<file path="config.mk">
export PLATFORM = sky130hd
export DESIGN_NAME = trunc_mul_seq
export DESIGN_NICKNAME = d
export VERILOG_FILES = /design/src/rtl/trunc_mul_seq_pkg.sv /design/src/rtl/lead_one_norm.sv /design/src/rtl/trunc_mul_seq.sv
export SDC_FILE = /design/constraint.sdc
export NUM_CORES = 1
export LEC_CHECK = 0
export CORE_MARGIN = 5
export CORE_UTILIZATION = 40
export CTS_CLUSTER_SIZE = 10
export DETAILED_ROUTE_END_ITERATION = 10
export DONT_BUFFER_PORTS = 1
export SKIP_LAST_GASP = 1
export SYNTH_ARGS = -nofsm -noshare
export SYNTH_HDL_FRONTEND = slang
export SYNTH_SLANG_ARGS = --single-unit
</file>
<file path="constraint.sdc">
create_clock -name clk -period 14.19 [get_ports clk]
set_input_delay 2.838 -clock clk [delete_from_list [all_inputs] [get_ports clk]]
set_output_delay 2.838 -clock clk [all_outputs]
set_load 0.005 [all_outputs]
</file>
<file path="src/rtl/trunc_mul_seq_pkg.sv">
// Shared types and width helpers for the truncated-multiply sequencer.
package trunc_mul_seq_pkg;

  typedef enum logic [3:0] {
    StIdle,
    StArm,
    StRdA,
    StRdB,
    StNorm,
    StMul,
    StDenorm,
    StWr,
    StDone
  } state_e;

  // Bits needed to hold n distinct values, never less than one.
  function automatic int unsigned cnt_width(input int unsigned n);
    return (n < 2) ? 1 : $clog2(n);
  endfunction

endpackage

</file>
<file path="src/rtl/lead_one_norm.sv">
// Leading-one normaliser: shifts a loaded operand left until its MSB is set or the
// shift count saturates, exposing the top KEEP_BITS as the truncated operand.
module lead_one_norm
  import trunc_mul_seq_pkg::*;
#(
  parameter int unsigned DATA_W    = 16,
  parameter int unsigned KEEP_BITS = 8,
  localparam int unsigned SMAX     = DATA_W - KEEP_BITS,
  localparam int unsigned SH_W     = cnt_width(SMAX + 1)
) (
  input  logic                 clk,
  input  logic                 rst,
  input  logic                 load,
  input  logic                 en,
  input  logic [DATA_W-1:0]    din,
  output logic [DATA_W-1:0]    value,
  output logic [KEEP_BITS-1:0] trunc,
  output logic [SH_W-1:0]      sh,
  output logic                 moving
);

  logic [DATA_W-1:0] value_q;
  logic [SH_W-1:0]   sh_q;

  // A zero operand keeps shifting until the counter saturates at SMAX.
  assign moving = en & ~value_q[DATA_W-1] & (sh_q < SH_W'(SMAX));

  always_ff @(posedge clk or negedge rst) begin
    if (!rst) begin
      value_q <= '0;
      sh_q    <= '0;
    end else if (load) begin
      value_q <= din;
      sh_q    <= '0;
    end else if (moving) begin
      value_q <= value_q << 1;
      sh_q    <= sh_q + SH_W'(1);
    end
  end

  assign value = value_q;
  assign trunc = value_q[DATA_W-1 -: KEEP_BITS];
  assign sh    = sh_q;

endmodule

</file>
<file path="src/rtl/trunc_mul_seq.sv">
// Sequencer and datapath for truncated (or exact) multiplication of operand pairs
// read from RAM, with results written back starting at WR_BASE.
module trunc_mul_seq
  import trunc_mul_seq_pkg::*;
#(
  parameter int unsigned        DATA_W    = 16,
  parameter int unsigned        KEEP_BITS = 8,
  parameter int unsigned        NUM_PAIRS = 8,
  parameter int unsigned        ADDR_W    = 8,
  parameter logic [ADDR_W-1:0]  WR_BASE   = 'h80
) (
  input  logic                  clk,
  input  logic                  rst,
  input  logic                  start,
  input  logic                  mode_exact,
  input  logic                  abort,
  output logic                  mem_rd_req,
  output logic [ADDR_W-1:0]     mem_rd_addr,
  input  logic                  mem_rd_valid,
  input  logic [DATA_W-1:0]     mem_rd_data,
  output logic                  mem_wr_req,
  output logic [ADDR_W-1:0]     mem_wr_addr,
  output logic [2*DATA_W-1:0]   mem_wr_data,
  input  logic                  mem_wr_ready,
  output logic                  busy,
  output logic                  done
);

  localparam int unsigned SMAX  = DATA_W - KEEP_BITS;
  localparam int unsigned SH_W  = cnt_width(SMAX + 1);
  localparam int unsigned T_W   = cnt_width(2 * SMAX + 1);
  localparam int unsigned IDX_W = cnt_width(NUM_PAIRS);
  localparam int unsigned P_W   = 2 * DATA_W;

  state_e           state_q, state_d;
  logic [IDX_W-1:0] idx_q, idx_d;
  logic             exact_q, exact_d;
  logic [P_W-1:0]   p_q, p_d;
  logic [T_W-1:0]   t_q, t_d;

  logic                 load_a, load_b, norm_en;
  logic [DATA_W-1:0]    val_a, val_b;
  logic [KEEP_BITS-1:0] trunc_a, trunc_b;
  logic [SH_W-1:0]      sh_a, sh_b;
  logic                 moving_a, moving_b;
  logic [P_W-1:0]       mul_a, mul_b, product;
  logic [T_W-1:0]       t_init;
  logic                 last_pair;

  lead_one_norm #(.DATA_W(DATA_W), .KEEP_BITS(KEEP_BITS)) u_norm_a (
    .clk    (clk),
    .rst    (rst),
    .load   (load_a),
    .en     (norm_en),
    .din    (mem_rd_data),
    .value  (val_a),
    .trunc  (trunc_a),
    .sh     (sh_a),
    .moving (moving_a)
  );

  lead_one_norm #(.DATA_W(DATA_W), .KEEP_BITS(KEEP_BITS)) u_norm_b (
    .clk    (clk),
    .rst    (rst),
    .load   (load_b),
    .en     (norm_en),
    .din    (mem_rd_data),
    .value  (val_b),
    .trunc  (trunc_b),
    .sh     (sh_b),
    .moving (moving_b)
  );

  // One multiplier serves both modes; exact mode feeds the unshifted full operands.
  always_comb begin
    if (exact_q) begin
      mul_a = {{DATA_W{1'b0}}, val_a};
      mul_b = {{DATA_W{1'b0}}, val_b};
    end else begin
      mul_a = {{(P_W - KEEP_BITS){1'b0}}, trunc_a};
      mul_b = {{(P_W - KEEP_BITS){1'b0}}, trunc_b};
    end
  end

  assign product   = mul_a * mul_b;
  assign t_init    = T_W'(2 * SMAX) - T_W'(sh_a) - T_W'(sh_b);
  assign last_pair = (idx_q == IDX_W'(NUM_PAIRS - 1));
  assign busy      = (state_q != StIdle);

  always_comb begin
    state_d     = state_q;
    idx_d       = idx_q;
    exact_d     = exact_q;
    p_d         = p_q;
    t_d         = t_q;
    load_a      = 1'b0;
    load_b      = 1'b0;
    norm_en     = 1'b0;
    mem_rd_req  = 1'b0;
    mem_rd_addr = '0;
    mem_wr_req  = 1'b0;
    mem_wr_addr = '0;
    mem_wr_data = '0;
    done        = 1'b0;

    unique case (state_q)
      StIdle: if (start) state_d = StArm;
      StArm: begin
        if (!start) begin
          state_d = StRdA;
          idx_d   = '0;
          exact_d = mode_exact;
        end
      end
      StRdA: begin
        mem_rd_req  = 1'b1;
        mem_rd_addr = ADDR_W'({idx_q, 1'b0});
        if (mem_rd_valid) begin
          load_a  = 1'b1;
          state_d = StRdB;
        end
      end
      StRdB: begin
        mem_rd_req  = 1'b1;
        mem_rd_addr = ADDR_W'({idx_q, 1'b1});
        if (mem_rd_valid) begin
          load_b  = 1'b1;
          state_d = exact_q ? StMul : StNorm;
        end
      end
      StNorm: begin
        norm_en = 1'b1;
        if (!(moving_a || moving_b)) state_d = StMul;
      end
      StMul: begin
        p_d     = product;
        t_d     = exact_q ? '0 : t_init;
        state_d = (exact_q || t_init == '0) ? StWr : StDenorm;
      end
      StDenorm: begin
        p_d = p_q << 1;
        t_d = t_q - T_W'(1);
        if (t_q == T_W'(1)) state_d = StWr;
      end
      StWr: begin
        mem_wr_req  = 1'b1;
        mem_wr_addr = WR_BASE + ADDR_W'(idx_q);
        mem_wr_data = p_q;
        if (mem_wr_ready) begin
          if (last_pair) begin
            state_d = StDone;
          end else begin
            idx_d   = idx_q + IDX_W'(1);
            state_d = StRdA;
          end
        end
      end
      StDone: begin
        done    = 1'b1;
        idx_d   = '0;
        state_d = StIdle;
      end
      default: state_d = StIdle;
    endcase

    // Abort wins over any handshake completing in the same cycle.
    if (abort && state_q != StIdle) begin
      state_d    = StIdle;
      idx_d      = '0;
      load_a     = 1'b0;
      load_b     = 1'b0;
      mem_rd_req = 1'b0;
      mem_wr_req = 1'b0;
      done       = 1'b0;
    end
  end

  always_ff @(posedge clk or negedge rst) begin
    if (!rst) begin
      state_q <= StIdle;
      idx_q   <= '0;
      exact_q <= 1'b0;
      p_q     <= '0;
      t_q     <= '0;
    end else begin
      state_q <= state_d;
      idx_q   <= idx_d;
      exact_q <= exact_d;
      p_q     <= p_d;
      t_q     <= t_d;
    end
  end

endmodule

</file>
==> summary.md <==
| Metric | Value |
|---|---|
| Status | complete, no violations |
| Required time of the critical path | 14.48 ns |
| Via count | 10.70k |
| MaxCap Viol Count | 0 |
| Clock Latency Late Sink | 0.37 ns |
| Clk sinks | 85 |
| CP Capture Type | flip-flop |
| Max IR drop VDD | 165.7 uV |
| Fmax | 130.0 MHz |
| CP max FO | 75 |
| Die width | 193.7 um |
| Number of global-route vias before repair | 10.88k |
| Die area | 37520 sq um |
| Overall Power | 0.003350 W |
| Routed vias/inst | 5.478 |
| Chip Height | 193.7 um |
| Post-Syn Instances | 1577 |
| Reg2reg end | p_q[20]$_DFFE_PN0P_ |
| Power Density | 238.3 nW/um^2 |
| Hold buffers post-CTS | 0 |
| Sequential area share after synthesis | 15.76% |
| Overflow after GRT | 0 |
| Final net count | 1836 |
| CTS tree | yes |
| #FFs+latches synth | 85 |
| Largest area contributor in the netlist | fa_1 |
| Syn Area/Cell | 8.558 sq um |
| Number of buffers created by CTS | 9 |
| # diodes | 0 |
| Tmin final | 7.694 ns |
| DR iter-0 viols | 704 |
| Router iterations before antenna repair | 5 |
| Critical path launch point type | flip-flop |
| Routed WL per cell | 19.23 um |
| Final Max Slew Viols | 0 |
| Clock root buffer | clkbuf_16 |
| Initial antenna violation count | 0 |
| Synthesized area | 13500 sq um |
| Tightest Hold Check Type | flip-flop to flip-flop |
| Hpwl dp | 28860 um |
| Ranking of synthesized cells by area | fa_1, dfrtp_1, ha_1 |
| Starting Density | 40.35% |
| RSZ-0062 raised after global routing | no |
| GP Congestion | 0.9042 |
| Final Util | 42.03% |
| First-pass GRT wire length | 60470 um |
| Async set-or-reset flop fraction in the synthesized netlist | 100.0% |
| Num rows | 67 |
| Fin Hold WS | 0.5024 ns |
| Port Buf Inserts | 0 |
| Share of Yosys cell area claimed by the top area cell type | 28.92% |
| Setup tns final | 0 ns |
| Fraction of layout cells with a size suffix above 1 | 4.050% |
| WP data arrival | 7.98 ns |
| Final critical-path share of the clock period | 54.22% |
| Largest net degree at the start of global routing | 86 |
| YS warnings | 0 |
| Termination of the worst setup path | p_q[20]$_DFFE_PN0P_ |
| Slew HR | 25.92% |
| IO Pins | 75 |
| Clock slew at reported path FFs | 0.08 ns |
| Final Hold Viols | 0 |
| Area growth syn-to-layout | 4.171% |
| CTS HTree Levels | 3 |
| Worst slew pin tran | 1.110 ns |
| Setup bufs post-CTS | 0 |
| Number of synthesized flops with an enable pin | 0 |
| R2R setup slack | 6.50 ns |
| Clock Tree Buf Depth | 2 |
| Drt drc | 0 |
| Antenna-violating nets left | 0 |
| Clock Skew | 0.01181 ns |
| Gr usage total | 20.05% |
| Class of the most critical setup path | flip-flop to flip-flop |
| Leakage power | 7.166 nW |
| Core ar. | 33450 sq um |
| PostCTS Resize Cnt | 0 |
| Ys flop type | dfrtp_1 |
| R2r startpoint | exact_q$_DFFE_PN0P_ |
| WL final | 37570 um |
| Setup crit start | exact_q$_DFFE_PN0P_ |
| Netlist cell types | 64 |
| R2R depth | 22 |
| Setup violations, final | 0 |
[power breakdown]
part           total, W  leakage, nW  switching [W]  internal [W]
registers      0.000614         1.08       0.000273      0.000341
clock network  0.000251        0.145       0.000126      0.000125
logic           0.00248         5.94        0.00150      0.000981
total           0.00335         7.17        0.00190       0.00145
[registers in the layout, summed over array words and instances, names as in the netlist]
name            cells
idx_q               3
u_norm_b.value     16
p_q                32
state_q             4
u_norm_a.sh         4
u_norm_b.sh         4
u_norm_a.value     16
t_q                 5
exact_q             1
[area by class of cell]
type | instances | area, sq um
inverters | 244 | 918.4
well taps | 448 | 560.5
clock buffers | 9 | 225.2
fillers | 3383 | 19390
clock inverters | 7 | 75.07
flip-flops and latches | 85 | 2131
multi-input cells | 1146 | 10040
repair buffers | 15 | 112.6
[cell usage after synthesis (3+ instances only)]
cell type and instances:
ha_1 117, buf_2 12, nor3_1 14, o31ai_1 3, mux2_2 9, mux2i_1 26
a22oi_1 40, a21o_1 15, nand2_1 221, nor4_1 5, clkbuf_1 84, o21ai_1 5
dfrtp_1 85, a31oi_1 7, nand2b_1 9, nand3_1 34, or2_2 6, a211oi_1 5
nor2_1 88, xor2_1 13, and2_1 49, nand4_1 8, o21a_1 6, and3_1 81
nor2b_1 6, buf_1 4, nor3b_1 3, o21ai_0 56, inv_1 242, buf_4 8
fa_1 195, and4_1 3, a21oi_1 58, xnor2_1 22
[through the flow]
step	instance area, sq um	setup slack (ns)	instances
3_3_place_gp	13760	6.776	1938
2_1_floorplan	13520	7.773	1584
6_report	14060	6.496	1954
5_1_grt	14060	6.074	1954
3_5_place_dp	13760	6.650	1938
4_1_cts	14060	6.625	1954
[per-layer routing]
| metal | GRT usage, % | share of wire, % | vias to the layer above |
|---|---|---|---|
| met1 | 27.00 | 42 | 5364 |
| li1 | - | - | 4880 |
| met2 | 32.66 | 48 | 371 |
| met3 | 3.719 | 6.9 | 89 |
| met5 | 0 | 0 | - |
| met4 | 6.976 | 3.3 | 0 |
[cell usage in the layout, fill, tap and decap left out, types with 26 or more instances in the layout]
master,count
a22oi_1,40
nand3_1,34
and3_1,81
fa_1,195
o21ai_0,56
nor2_1,87
nand2_1,221
and2_1,49
dfrtp_1,84
inv_1,242
mux2i_1,26
ha_1,117
a21oi_1,58
[critical path: stages, from the launching register on]
cell and delay (ns):
dfrtp_4 0.88, buf_4 0.64, mux2i_1 0.73, nor2_1 0.16
fa_1 0.52, inv_1 0.05, fa_1 0.45, fa_1 0.52
inv_1 0.06, fa_1 0.50, fa_1 0.49, inv_1 0.05
fa_1 0.47, inv_1 0.04, ha_1 0.34, nand4_1 0.18
nor3_1 0.22, nand2_1 0.12, a32oi_2 0.38, a21oi_1 0.17
xnor2_1 0.25, mux2i_1 0.11, o21ai_0 0.18
[cell families (layout without fill, tap and decap cells)]
group / count (synthesis) / in the layout / synth area share, %
AOI/OAI and AO/OA: 217 / 217 / 10.12
and+or+nand+nor: 539 / 539 / 19.14
other: 1 / 8 / 0.02778
muxes: 35 / 35 / 2.679
xor gates and xnor gates: 35 / 35 / 2.271
adders and majority gates: 312 / 312 / 39.77
buffers and inverters: 353 / 275 / 10.23
DFF: 85 / 85 / 15.76
[how the worst min path moves through the flow]
| stage | startpoint | end | slack (ns) | depth (start not counted) |
|---|---|---|---|---|
| after global routing | p_q[7]$_DFFE_PN0P_ | p_q[7]$_DFFE_PN0P_ | 0.55 | 2 |
| final | p_q[1]$_DFFE_PN0P_ | p_q[1]$_DFFE_PN0P_ | 0.50 | 2 |
| after CTS | p_q[1]$_DFFE_PN0P_ | p_q[1]$_DFFE_PN0P_ | 0.51 | 2 |
| after global placement | p_q[5]$_DFFE_PN0P_ | p_q[5]$_DFFE_PN0P_ | 0.49 | 2 |
| after floorplan | p_q[1]$_DFFE_PN0P_ | p_q[1]$_DFFE_PN0P_ | 0.46 | 2 |
| after detailed placement | p_q[1]$_DFFE_PN0P_ | p_q[1]$_DFFE_PN0P_ | 0.49 | 2 |
No activity file was read; power rests on OpenSTA's default activity.
